`config.mk`:
```
export PLATFORM = sky130hd
export DESIGN_NAME = mini_sweep_ctrl
export DESIGN_NICKNAME = d
export VERILOG_FILES = /design/src/rtl/mini_sweep_ctrl.sv
export SDC_FILE = /design/constraint.sdc
export NUM_CORES = 1
export LEC_CHECK = 0
export ABC_AREA = 1
export CAP_MARGIN = 10
export CORE_MARGIN = 8
export CORE_UTILIZATION = 47
export CTS_CLUSTER_DIAMETER = 120
export DETAILED_ROUTE_END_ITERATION = 8
export PLACE_DENSITY = 0.76
export SLEW_MARGIN = 20
export SYNTH_ARGS = -nofsm -noshare
export SYNTH_HDL_FRONTEND = slang
export SYNTH_SLANG_ARGS = --single-unit
```
`constraint.sdc`:
```
create_clock -name clk -period 1.6 [get_ports clk]
set_input_delay 0.32 -clock clk [delete_from_list [all_inputs] [get_ports clk]]
set_output_delay 0.32 -clock clk [all_outputs]
set_load 0.01 [all_outputs]
```
`src/rtl/mini_sweep_ctrl.sv`:
```
// Sweep engine for a combinational block: drives every input vector in turn,
// waits a programmable settle time, captures z into a truth table and compares
// the captured table against an expected mask latched at start.
module mini_sweep_ctrl #(
  parameter int N_IN   = 4,
  parameter int SETTLE = 1
) (
  input  logic                    clk,
  input  logic                    rst,
  input  logic                    start,
  input  logic [(1<<N_IN)-1:0]    expected,
  output logic [N_IN-1:0]         a_out,
  input  logic                    z_in,
  output logic                    busy,
  output logic                    done,
  output logic [(1<<N_IN)-1:0]    tt,
  output logic                    match,
  output logic [N_IN:0]           mismatch_cnt,
  output logic [N_IN-1:0]         first_bad,
  output logic                    first_bad_vld
);

  localparam int NV = 1 << N_IN;
  localparam logic [3:0]      SET  = 4'(SETTLE);
  localparam logic [N_IN-1:0] LAST = '1;

  typedef enum logic [1:0] {IDLE, WAIT, SAMPLE, FIN} state_t;

  state_t          state, nxt;
  logic [3:0]      settle_cnt;
  logic [NV-1:0]   exp_l;
  logic            z_bad;

  // Next-state selection; SETTLE=0 skips the wait window entirely.
  always_comb begin
    nxt   = state;
    z_bad = (z_in != exp_l[a_out]);
    case (state)
      IDLE:    if (start) nxt = (SETTLE == 0) ? SAMPLE : WAIT;
      WAIT:    if (settle_cnt <= 4'd1) nxt = SAMPLE;
      SAMPLE:  if (a_out == LAST) nxt = FIN;
               else               nxt = (SETTLE == 0) ? SAMPLE : WAIT;
      FIN:     nxt = IDLE;
      default: nxt = IDLE;
    endcase
  end

  // State register plus sweep datapath; results hold between sweeps.
  always_ff @(posedge clk) begin
    if (rst) begin
      state         <= IDLE;
      a_out         <= '0;
      busy          <= 1'b0;
      done          <= 1'b0;
      tt            <= '0;
      match         <= 1'b0;
      mismatch_cnt  <= '0;
      first_bad     <= '0;
      first_bad_vld <= 1'b0;
      exp_l         <= '0;
      settle_cnt    <= '0;
    end else begin
      state <= nxt;
      done  <= 1'b0;
      case (state)
        IDLE: begin
          if (start) begin
            exp_l         <= expected;
            tt            <= '0;
            mismatch_cnt  <= '0;
            first_bad     <= '0;
            first_bad_vld <= 1'b0;
            match         <= 1'b0;
            a_out         <= '0;
            settle_cnt    <= SET;
            busy          <= 1'b1;
          end
        end
        WAIT: settle_cnt <= settle_cnt - 4'd1;
        SAMPLE: begin
          tt[a_out] <= z_in;
          if (z_bad) begin
            mismatch_cnt <= mismatch_cnt + 1'b1;
            if (!first_bad_vld) begin
              first_bad     <= a_out;
              first_bad_vld <= 1'b1;
            end
          end
          // Terminate on the top vector rather than letting a_out wrap.
          if (a_out == LAST) begin
            busy <= 1'b0;
          end else begin
            a_out      <= a_out + 1'b1;
            settle_cnt <= SET;
          end
        end
        FIN: begin
          // tt already holds the last sampled bit by this cycle.
          done  <= 1'b1;
          match <= (tt == exp_l);
          a_out <= '0;
        end
        default: ;
      endcase
    end
  end

endmodule

```
==> results of run 1 <==
## sequential cells by signal, indices dropped and copies added, names as in the netlist
register,flops
first_bad_vld,1
tt,16
mismatch_cnt,5
exp_l,16
settle_cnt,4
a_out,4
busy,1
match,1
first_bad,4
state,2
done,1
## worst paths after layout
check                                      startpoint                      endpoint  slack [ns]  cells past startpoint
worst max-delay path            a_out[0]$_SDFFE_PP0P_  mismatch_cnt[0]$_SDFFE_PP0P_       -0.13                     11
worst min-delay path                busy$_SDFFE_PP0P_             busy$_SDFFE_PP0P_        0.48                      2
worst max register to register  a_out[0]$_SDFFE_PP0P_  mismatch_cnt[0]$_SDFFE_PP0P_       -0.13                     11
worst min register to register      busy$_SDFFE_PP0P_             busy$_SDFFE_PP0P_        0.48                      2
## cells in the final DEF, fill, tap and decap left out, types with 3 or more instances in the layout
cell type and count:
dlymetal6s2s_1 11, a21oi_2 3, nand3_2 7, xnor2_1 3, nand2_1 62, nand3_1 20
clkbuf_8 5, dfxtp_2 12, inv_2 5, dfxtp_4 3, a21oi_1 39, nor2_4 3
buf_6 3, nand2_4 4, nand2_2 10, o21ai_0 22, dfxtp_1 40, nor3_1 7
nor2_1 19, nor3_2 6, buf_4 34, clkdlybuf4s50_1 36, inv_1 38, ha_1 6
dlygate4sd2_1 5, xor2_1 7, a211oi_1 12
## layout make-up
class	instances	share of cell area [%]
repair buffers	92	22.7
flip-flops and latches	55	28.7
clock inverters	3	0.509
multi-input cells	258	39.6
inverters	45	4.49
well taps	72	2.29
clock buffers	5	1.75
## worst min-delay path, stage by stage (launching register included)
cell	delay [ns]
dfxtp_1	0.33
nand2_1	0.06
a21oi_1	0.05
## what timing repair did
item                       in CTS  in global routing
buffers inserted                2                  5
setup endpoints to repair      26                 43
gates resized for setup        29                 64
pin swaps                       1                 27
gates cloned                    0                  1
## cell families (layout without fill, tap and decap cells)
| family | Yosys count | in the layout |
|---|---|---|
| fa+ha+maj | 7 | 7 |
| compound gates | 93 | 93 |
| flops | 55 | 55 |
| xor+xnor | 10 | 10 |
| buf+inv | 62 | 145 |
| simple gates | 148 | 148 |
## layer usage
layer,global-route usage [%],vias to the layer above,share of wire (%)
li1,-,1419,-
met1,23.2,1371,42
met2,30.1,138,48
met3,3.99,27,7.0
met4,7.25,0,2.7
met5,0,-,0
## power breakdown
| part | internal, mW | total [mW] | switching [mW] |
|---|---|---|---|
| combinational | 0.354 | 0.829 | 0.475 |
| sequential | 1.46 | 1.53 | 0.0746 |
| clock | 0.306 | 0.773 | 0.467 |
| total | 2.12 | 3.14 | 1.02 |
## through the flow
stage	hold slack, ns	setup slack (ns)	setup TNS, ns	total power [mW]	instances
2_1_floorplan	0.455	0.0278	0	1.96	375
3_5_place_dp	0.462	-0.141	-1.54	2.24	514
5_1_grt	0.507	-0.170	-2.22	3.29	530
6_report	0.479	-0.126	-1.02	3.14	530
4_1_cts	0.479	-0.00390	-0.00470	3.02	524
3_3_place_gp	0.456	-0.107	-0.828	2.22	514
==> impl_metrics.env, run 1 <==
export IMPL_dp_hpwl_um=5840
export IMPL_cp_common_cell="nand2_1"
export IMPL_drive_above_1_share_pct=25.1
export IMPL_final_max_slew_violation_count=0
export IMPL_synth_top_family_by_area="simple AND/OR/NAND/NOR gates"
export IMPL_worstPathMaxFanout=8
export IMPL_path_clk_slew_ns=0.10
export IMPL_synth_compound_gate_area_share_pct=19.7
export IMPL_arrival_ns=1.94
export IMPL_worst_slack_ns=-0.126
export IMPL_cp_top_family="simple AND/OR/NAND/NOR gates"
export IMPL_wl_per_cell_um=16.4
export IMPL_synth_top_area_share_pct=40.5
export IMPL_design_core_area_um2=5540
export IMPL_worstSkewPairLatency_ns=0.31
export IMPL_timing_fmax_mhz=579
export IMPL_tritoncts="yes"
export IMPL_grt_max_degree=22
export IMPL_antenna_found_initial=0
export IMPL_synthToLayoutAreaGrowth_pct=44.6
export IMPL_final_util_pct=71.0
export IMPL_synth_seq_area_share_pct=40.5
export IMPL_n_antenna_cell=0
export IMPL_synthSimpleGateAreaFrac_pct=24.0
export IMPL_setup_violations=15
export IMPL_syn_nets=402
export IMPL_seq_area_um2=1130
export IMPL_ys_ff_latch=55
export IMPL_syn_instance_count=375
export IMPL_io_buffers=52
export IMPL_cts_hold_buffers=0
export IMPL_maxCapViolations=0
export IMPL_die_area_um2=8480
export IMPL_clock_skew_ns=0.00438
export IMPL_worstPathCellList="buf_8, nand2_1, nand3_1, nand2_1, nand2_1, nand2_2, o21ai_2, nand3_4, buf_6, a21oi_2, nor2_1"
export IMPL_synthAdderAreaFrac_pct=3.22
export IMPL_yosysWarnings=0
export IMPL_drt_iter0_drc=314
export IMPL_multiInputGateArea_um2=1560
export IMPL_critPathBufInv=2
export IMPL_grt_pass1_vias=2688
export IMPL_yosysMostFrequentCell="nand2_1"
export IMPL_antenna_left=0
export IMPL_cts_buffers_inserted=5
export IMPL_fin_crit_ns=1.73
export IMPL_endpoint_kind="flop"
export IMPL_initial_core_util_pct=49.1
export IMPL_hold_violations=0
export IMPL_place_congestion=0.939
export IMPL_cp_start_kind="flop"
export IMPL_overflow=0
export IMPL_netlist_area_um2=2720
export IMPL_ys_flop_type="dfxtp_1"
export IMPL_fin_area_um2=3930
export IMPL_violations="setup timing"
export IMPL_row_count=27
export IMPL_syn_avg_cell_area_um2=7.25
export IMPL_clock_root_buffer="clkbuf_8"
export IMPL_synth_async_reset_ratio_pct=0
export IMPL_drc=0
export IMPL_synthTopCellsByCount="nand2_1, dfxtp_1, inv_1, a21oi_1, nand3_1"
export IMPL_worst_slew_pin_slew_ns=0.295
export IMPL_drt_first_pass_iters=5
export IMPL_fin_crit_sh_pct=108
export IMPL_grt_pass1_wl_um=13000
export IMPL_synth_top_area_cell="dfxtp_1"
export IMPL_ir_drop_uv=440
export IMPL_die_height_um=92.1
export IMPL_boundaryPins=53
export IMPL_synthMuxAreaShare_pct=0
export IMPL_post_dp_cell_area_um2=3500
export IMPL_synth_edff_count=0
export IMPL_yosysUniqueCellTypes=38
export IMPL_cts_buffer_depth=2
export IMPL_wirelength_um=8700
export IMPL_slew_headroom_pct=80.3
export IMPL_power_density_nw_per_um2=797
export IMPL_crit_path_top_delay_cell="dfxtp_4"
export IMPL_cts_sinks=55
export IMPL_fill_cells=433
export IMPL_final_net_count=484
export IMPL_cp_required_ns=1.82
export IMPL_synth_area_leaders="dfxtp_1, nand2_1, a21oi_1"
export IMPL_power_leakage_nw=1.82
export IMPL_grt_usage_pct=18.5
export IMPL_status="complete, but fails checks"
export IMPL_critPathMaxStageDelay_ns=0.41
export IMPL_via_per_inst=5.58
export IMPL_rsz0062_at_grt="yes"
export IMPL_die_w_um=92.1
export IMPL_h_tree_depth=2
export IMPL_num_vias=2955
export IMPL_synth_xor_area_share_pct=3.22
export IMPL_min_delay_path_class="reg2reg"
export IMPL_crit_type="reg2reg"
Power figures use the tool's default switching activity.
==> run 2: changes to the inputs <==
Settings changed: HOLD_SLACK_MARGIN set to 0.08.
==> results of run 2 <==
Same layout as run 1: the final DEF is identical, and so are final timing and power.
